===== src/rtl/lzw_pkg.sv =====
// rtl/lzw_pkg.sv - shared widths, state encoding and byte-count helper for the unpacker
package lzw_pkg;

  localparam int WORD_W         = 64;
  localparam int BYTE_W         = 8;
  localparam int BYTES_PER_WORD = 8;
  localparam int CNT_W          = 4;

  typedef enum logic {
    IDLE = 1'b0,
    EMIT = 1'b1
  } state_e;

  // A count of 0 or anything above a full word means a full word
  function automatic logic [CNT_W-1:0] eff_nbytes(input logic [CNT_W-1:0] n);
    if (n == '0 || n > CNT_W'(BYTES_PER_WORD)) begin
      return CNT_W'(BYTES_PER_WORD);
    end
    return n;
  endfunction

endpackage


===== src/rtl/shift_unpack_64_bit_if.sv =====
// rtl/shift_unpack_64_bit_if.sv - word-in / byte-out handshake bundle of the unpacker
interface shift_unpack_64_bit_if;
  import lzw_pkg::*;

  logic [WORD_W-1:0] in_data;
  logic [CNT_W-1:0]  in_nbytes;
  logic              in_valid;
  logic              in_ready;
  logic [BYTE_W-1:0] out_data;
  logic              out_valid;
  logic              out_ready;
  logic              out_last;
  logic              busy;

  modport slave (
    input  in_data, in_nbytes, in_valid, out_ready,
    output in_ready, out_data, out_valid, out_last, busy
  );

  modport master (
    output in_data, in_nbytes, in_valid, out_ready,
    input  in_ready, out_data, out_valid, out_last, busy
  );

endinterface


===== src/rtl/shift_unpack_64_bit.sv =====
// rtl/shift_unpack_64_bit.sv - splits packed 64-bit words into a byte stream, one byte per handshake
module shift_unpack_64_bit
  import lzw_pkg::*;
#(
  parameter bit MSB_FIRST = 1'b1
) (
  input  logic                 clk,
  input  logic                 rst_n,
  shift_unpack_64_bit_if.slave bus
);

  state_e            state_q, state_d;
  logic [WORD_W-1:0] hold_q, hold_d;
  logic [CNT_W-1:0]  cnt_q, cnt_d;

  logic out_valid;
  logic out_last;
  logic xfer;
  logic accept;

  assign out_valid = (state_q == EMIT);
  assign out_last  = out_valid && (cnt_q == CNT_W'(1));
  assign xfer      = out_valid && bus.out_ready;

  // Taking a new word while the last byte leaves keeps the stream bubble-free
  assign bus.in_ready = (state_q == IDLE) || (xfer && out_last);
  assign accept       = bus.in_valid && bus.in_ready;

  assign bus.out_valid = out_valid;
  assign bus.out_last  = out_last;
  assign bus.busy      = out_valid;
  assign bus.out_data  = MSB_FIRST ? hold_q[WORD_W-1 -: BYTE_W] : hold_q[BYTE_W-1:0];

  always_comb begin
    state_d = state_q;
    hold_d  = hold_q;
    cnt_d   = cnt_q;
    if (accept) begin
      state_d = EMIT;
      hold_d  = bus.in_data;
      cnt_d   = eff_nbytes(bus.in_nbytes);
    end else if (xfer) begin
      hold_d = MSB_FIRST ? {hold_q[WORD_W-BYTE_W-1:0], {BYTE_W{1'b0}}}
                         : {{BYTE_W{1'b0}}, hold_q[WORD_W-1:BYTE_W]};
      cnt_d  = cnt_q - CNT_W'(1);
      if (out_last) begin
        state_d = IDLE;
      end
    end
  end

  always_ff @(posedge clk or negedge rst_n) begin
    if (!rst_n) begin
      state_q <= IDLE;
      hold_q  <= '0;
      cnt_q   <= '0;
    end else begin
      state_q <= state_d;
      hold_q  <= hold_d;
      cnt_q   <= cnt_d;
    end
  end

endmodule


===== src/flat_wrapper.sv =====
// flat-port wrapper written by rule: the top's interface ports become plain ports
module shift_unpack_64_bit_flat import lzw_pkg::*;
#(
  parameter bit MSB_FIRST = 1'b1
)
  (clk, rst_n, bus_in_data, bus_in_nbytes, bus_in_valid, bus_out_ready, bus_in_ready, bus_out_data, bus_out_valid, bus_out_last, bus_busy);
  shift_unpack_64_bit_if bus_i ();
  input  logic clk;
  input  logic rst_n;
  input wire logic [$bits(bus_i.in_data)-1:0] bus_in_data;
  input wire logic [$bits(bus_i.in_nbytes)-1:0] bus_in_nbytes;
  input wire logic [$bits(bus_i.in_valid)-1:0] bus_in_valid;
  input wire logic [$bits(bus_i.out_ready)-1:0] bus_out_ready;
  output wire logic [$bits(bus_i.in_ready)-1:0] bus_in_ready;
  output wire logic [$bits(bus_i.out_data)-1:0] bus_out_data;
  output wire logic [$bits(bus_i.out_valid)-1:0] bus_out_valid;
  output wire logic [$bits(bus_i.out_last)-1:0] bus_out_last;
  output wire logic [$bits(bus_i.busy)-1:0] bus_busy;
  assign bus_i.in_data = bus_in_data;
  assign bus_i.in_nbytes = bus_in_nbytes;
  assign bus_i.in_valid = bus_in_valid;
  assign bus_i.out_ready = bus_out_ready;
  assign bus_in_ready = bus_i.in_ready;
  assign bus_out_data = bus_i.out_data;
  assign bus_out_valid = bus_i.out_valid;
  assign bus_out_last = bus_i.out_last;
  assign bus_busy = bus_i.busy;
  shift_unpack_64_bit #(.MSB_FIRST(MSB_FIRST)) u_core (.clk(clk), .rst_n(rst_n), .bus(bus_i));
endmodule

===== config.mk =====
export PLATFORM = sky130hd
export DESIGN_NAME = shift_unpack_64_bit_flat
export DESIGN_NICKNAME = d
export VERILOG_FILES = /design/src/rtl/lzw_pkg.sv /design/src/rtl/shift_unpack_64_bit_if.sv /design/src/rtl/shift_unpack_64_bit.sv /design/src/flat_wrapper.sv
export SDC_FILE = /design/constraint.sdc
export NUM_CORES = 1
export LEC_CHECK = 0
export CAP_MARGIN = 0
export CORE_UTILIZATION = 55
export DETAILED_ROUTE_END_ITERATION = 16
export DONT_BUFFER_PORTS = 1
export GPL_ROUTABILITY_DRIVEN = 1
export PLACE_DENSITY = 0.82
export SKIP_CTS_REPAIR_TIMING = 1
export SLEW_MARGIN = 20
export SYNTH_ARGS = -nofsm -noshare
export SYNTH_HDL_FRONTEND = slang
export SYNTH_SLANG_ARGS = --single-unit

===== constraint.sdc =====
create_clock -name clk -period 4.25 [get_ports clk]
set_input_delay 0.425 -clock clk [delete_from_list [all_inputs] [get_ports clk]]
set_output_delay 0.425 -clock clk [all_outputs]
set_load 0.01 [all_outputs]

==> metrics.txt <==
# TYPE chip_impl_metric gauge
chip_impl_metric{name="cp_max_fo",unit=""} 36
chip_impl_info{name="worst_r2r_endpoint",value="u_core.hold_q[45]"} 1
chip_impl_metric{name="route.detailed.wl_per_inst",unit="microns"} 16.6
chip_impl_metric{name="first_global_vias",unit=""} 2096
chip_impl_metric{name="critPathRequiredTime",unit="ns"} 4.52
chip_impl_metric{name="drt-initial-drc-count",unit=""} 256
chip_impl_metric{name="grt_pass1_wl",unit="microns"} 10300
chip_impl_metric{name="syn_to_final_growth",unit="%"} 5.43
chip_impl_metric{name="num-nets-final",unit=""} 370
chip_impl_info{name="cts_tree",value="done"} 1
chip_impl_metric{name="worst_pin_slew",unit="ns"} 0.905
chip_impl_metric{name="worst-r2r-cell-count",unit=""} 7
chip_impl_metric{name="max_cap_viol_count",unit=""} 0
chip_impl_metric{name="powerDensity",unit="mW/mm^2"} 612
chip_impl_metric{name="seqPwrFrac",unit=""} 0.536
chip_impl_metric{name="dpl.hpwl",unit="microns"} 3990
chip_impl_metric{name="gr-total-overflow",unit=""} 0
chip_impl_metric{name="finish.utilization",unit=""} 0.618
chip_impl_metric{name="finalHoldViolations",unit=""} 0
chip_impl_metric{name="route.final.wire_length",unit="microns"} 6170
chip_impl_metric{name="detail_route.drc_violations",unit=""} 0
chip_impl_metric{name="die_width",unit="microns"} 76.9
chip_impl_metric{name="antenna_found_initial",unit=""} 0
chip_impl_info{name="critPathKind",value="reg2reg"} 1
chip_impl_metric{name="number_of_buffers_on_the_longest_clock_path",unit=""} 2
chip_impl_metric{name="ant_nets",unit=""} 0
chip_impl_metric{name="worst_skew_pair.late_latency",unit="ns"} 0.33
chip_impl_metric{name="die_height",unit="microns"} 76.9
chip_impl_info{name="min-delay-path-class",value="in2reg"} 1
chip_impl_info{name="ctsRootBufferMaster",value="clkbuf_8"} 1
chip_impl_metric{name="fillCellCount",unit=""} 462
chip_impl_metric{name="avgViaCountPerCell",unit=""} 6.02
chip_impl_metric{name="cts-buffers-inserted",unit=""} 9
chip_impl_metric{name="synth_fp_nets",unit=""} 383
chip_impl_metric{name="layout-drive-gt1-share",unit=""} 0.0831
chip_impl_metric{name="level_count_of_the_clock_h_tree",unit=""} 3
chip_impl_metric{name="netlist_instances",unit=""} 309
chip_impl_metric{name="setup_viol",unit=""} 0
chip_impl_metric{name="clock_sinks",unit=""} 69
chip_impl_metric{name="worst-r2r-setup-slack",unit="ns"} 1.88
chip_impl_metric{name="fin_setup_tns",unit="ns"} 0
chip_impl_info{name="mostFrequentLayoutCells",value="nand2_1 (115), dfrtp_1 (69), a22oi_1 (56), clkbuf_8 (9), a22o_1 (8)"} 1
chip_impl_info{name="outcome",value="complete, no violations"} 1
chip_impl_info{name="grt_setup_unrepaired",value="no"} 1
chip_impl_metric{name="drt_first_pass_iters",unit=""} 5
chip_impl_info{name="synth_flop_cell",value="dfrtp_1"} 1
chip_impl_metric{name="routabilityCongestion",unit=""} 0.745
chip_impl_metric{name="crit_arrival",unit="ns"} 2.63
chip_impl_metric{name="min_period",unit="ns"} 2.37
chip_impl_metric{name="syn-mean-instance-area",unit="sq um"} 10.0
chip_impl_info{name="r2r-start",value="u_core.cnt_q[1]"} 1
chip_impl_metric{name="ys_seq_elements",unit=""} 69
chip_impl_metric{name="ys_types",unit=""} 30
chip_impl_metric{name="report.power.total",unit="uW"} 1990
chip_impl_metric{name="floorplan.io_pins",unit=""} 84
chip_impl_metric{name="timing_max_transition_violations_final",unit=""} 0
chip_impl_metric{name="placement_rows",unit=""} 26
chip_impl_metric{name="grt_start_max_net_pins",unit=""} 70
chip_impl_metric{name="final_min_period_over_clock_period",unit=""} 0.558
chip_impl_info{name="critical_path.startpoint_type",value="register"} 1
chip_impl_metric{name="largest_vdd_supply_drop",unit="mV"} 0.317
chip_impl_info{name="end_kind",value="register"} 1
chip_impl_metric{name="synth_warnings",unit=""} 0
chip_impl_metric{name="power.switching",unit="uW"} 641
chip_impl_metric{name="leakage",unit="uW"} 0.00164
chip_impl_metric{name="fin_worst_skew",unit="ns"} 0.00592
chip_impl_metric{name="floorplan.core_area",unit="sq mm"} 0.00527
chip_impl_metric{name="synthesis.area",unit="sq mm"} 0.00309
chip_impl_metric{name="switching_share",unit=""} 0.321
chip_impl_metric{name="floorplan.initialDensity",unit=""} 0.586
chip_impl_info{name="holdPathEnd",value="u_core.hold_q[50]"} 1
chip_impl_info{name="holdCritStartpoint",value="bus_in_data[50]"} 1
chip_impl_metric{name="antenna_cells",unit=""} 0
chip_impl_metric{name="ys_async_sr_fraction",unit=""} 1.00
chip_impl_metric{name="path_clk_slew",unit="ns"} 0.08
chip_impl_metric{name="share_comb_of_total_power",unit=""} 0.207
chip_impl_metric{name="die-area",unit="sq mm"} 0.00592
chip_impl_metric{name="vias",unit=""} 2233
chip_impl_metric{name="cellInternalPower",unit="uW"} 1350
chip_impl_metric{name="synth.yosys.seq_area_share",unit=""} 0.559
chip_impl_metric{name="synth_edf_count",unit=""} 0
chip_impl_metric{name="timing.slew.headroom",unit=""} 0.395
chip_impl_metric{name="total_global_routing_track_utilization",unit=""} 0.221
chip_impl_metric{name="port-buffer-count",unit=""} 0
chip_impl_info{name="most_common_cell_after_layout_fill_and_taps_aside",value="nand2_1"} 1
chip_impl_metric{name="p_clk_frac",unit=""} 0.257
chip_impl_metric{name="timing.fmax",unit="GHz"} 0.422
chip_impl_metric{name="hold_path_depth",unit=""} 2
==> synth_stat cells, types with 2 or more instances <==
cell	number	area, sq um
a21oi_1	3	15.0
a21oi_2	2	17.5
a22o_1	8	70.1
a22oi_1	56	420
buf_2	8	40.0
buf_4	16	120
buf_6	2	22.5
clkbuf_1	3	11.3
dfrtp_1	69	1730
ha_1	2	25.0
inv_1	3	11.3
nand2_1	115	432
nand2b_1	3	18.8
nand4bb_1	2	22.5
nor3_1	2	10.0
==> how the worst max path moves through the flow <==
stage | from | endpoint | slack [ns] | depth (start not counted)
global placement | u_core.cnt_q[1] | u_core.hold_q[28] | 1.96 | 7
global route | u_core.cnt_q[1] | u_core.hold_q[45] | 1.69 | 7
finish | u_core.cnt_q[1] | u_core.hold_q[45] | 1.88 | 7
floorplan | u_core.cnt_q[1] | u_core.hold_q[10] | 2.68 | 8
detailed placement | u_core.cnt_q[1] | u_core.hold_q[28] | 1.91 | 7
CTS | u_core.cnt_q[1] | u_core.hold_q[28] | 1.88 | 7
==> worst max-delay path, stage by stage, from the launching register on <==
cell,delay (ns)
dfrtp_1,0.41
inv_1,0.09
ha_1,0.20
nand4bb_1,0.19
a21boi_4,0.75
buf_4,0.45
nand2_1,0.13
nand2_1,0.07
==> layout make-up <==
cell class | instances | area, sq um | area share
Timing Repair Buffer | 5 | 60.1 | 0.0184
Clock buffer | 10 | 128 | 0.0392
Sequential cell | 69 | 1730 | 0.530
Clock inverter | 6 | 63.8 | 0.0196
Inverter | 3 | 11.3 | 0.00346
Multi-Input combinational cell | 208 | 1180 | 0.362
Tap cell | 70 | 87.6 | 0.0269
==> registers in the layout, summed over array words and instances (netlist names) <==
name             count
u_core.hold_q       64
u_core.cnt_q         4
u_core.bus.busy      1
==> metrics by stage <==
step	setup WS [ns]	std cells	instance area, sq um	hold WS [ns]
floorplan	2.68	309	3090	0.129
global placement	1.96	353	3030	0.131
detailed placement	1.91	353	3030	0.131
CTS	1.88	369	3220	-0.232
global route	1.69	371	3260	0.190
finish	1.88	371	3260	0.197
==> layer usage <==
| metal | share of wire | GRT usage | vias up |
|---|---|---|---|
| met5 | 0 | 0 | - |
| met4 | 0.014 | 0.0808 | 0 |
| met3 | 0.066 | 0.0548 | 8 |
| met2 | 0.46 | 0.321 | 83 |
| met1 | 0.46 | 0.322 | 1098 |
| li1 | - | - | 1044 |
==> cells by family after synthesis <==
| logic type | count (synthesis) | synth area share |
|---|---|---|
| buffers and inverters | 32 | 0.0664 |
| AND/OR/NAND/NOR | 130 | 0.176 |
| adder cells (fa/ha/maj) | 2 | 0.00810 |
| flip-flops | 69 | 0.559 |
| multiplexers | 1 | 0.00364 |
| AO/OA/AOI/OAI | 75 | 0.187 |
==> power groups by stage <==
stage	clock, uW	combinational [uW]	sequential, uW
after floorplan	0	437	997
after global placement	0	380	1070
after detailed placement	0	399	1070
after CTS	525	400	1060
after global routing	551	477	1100
final	514	412	1070
No activity file was read; power rests on OpenSTA's default activity.
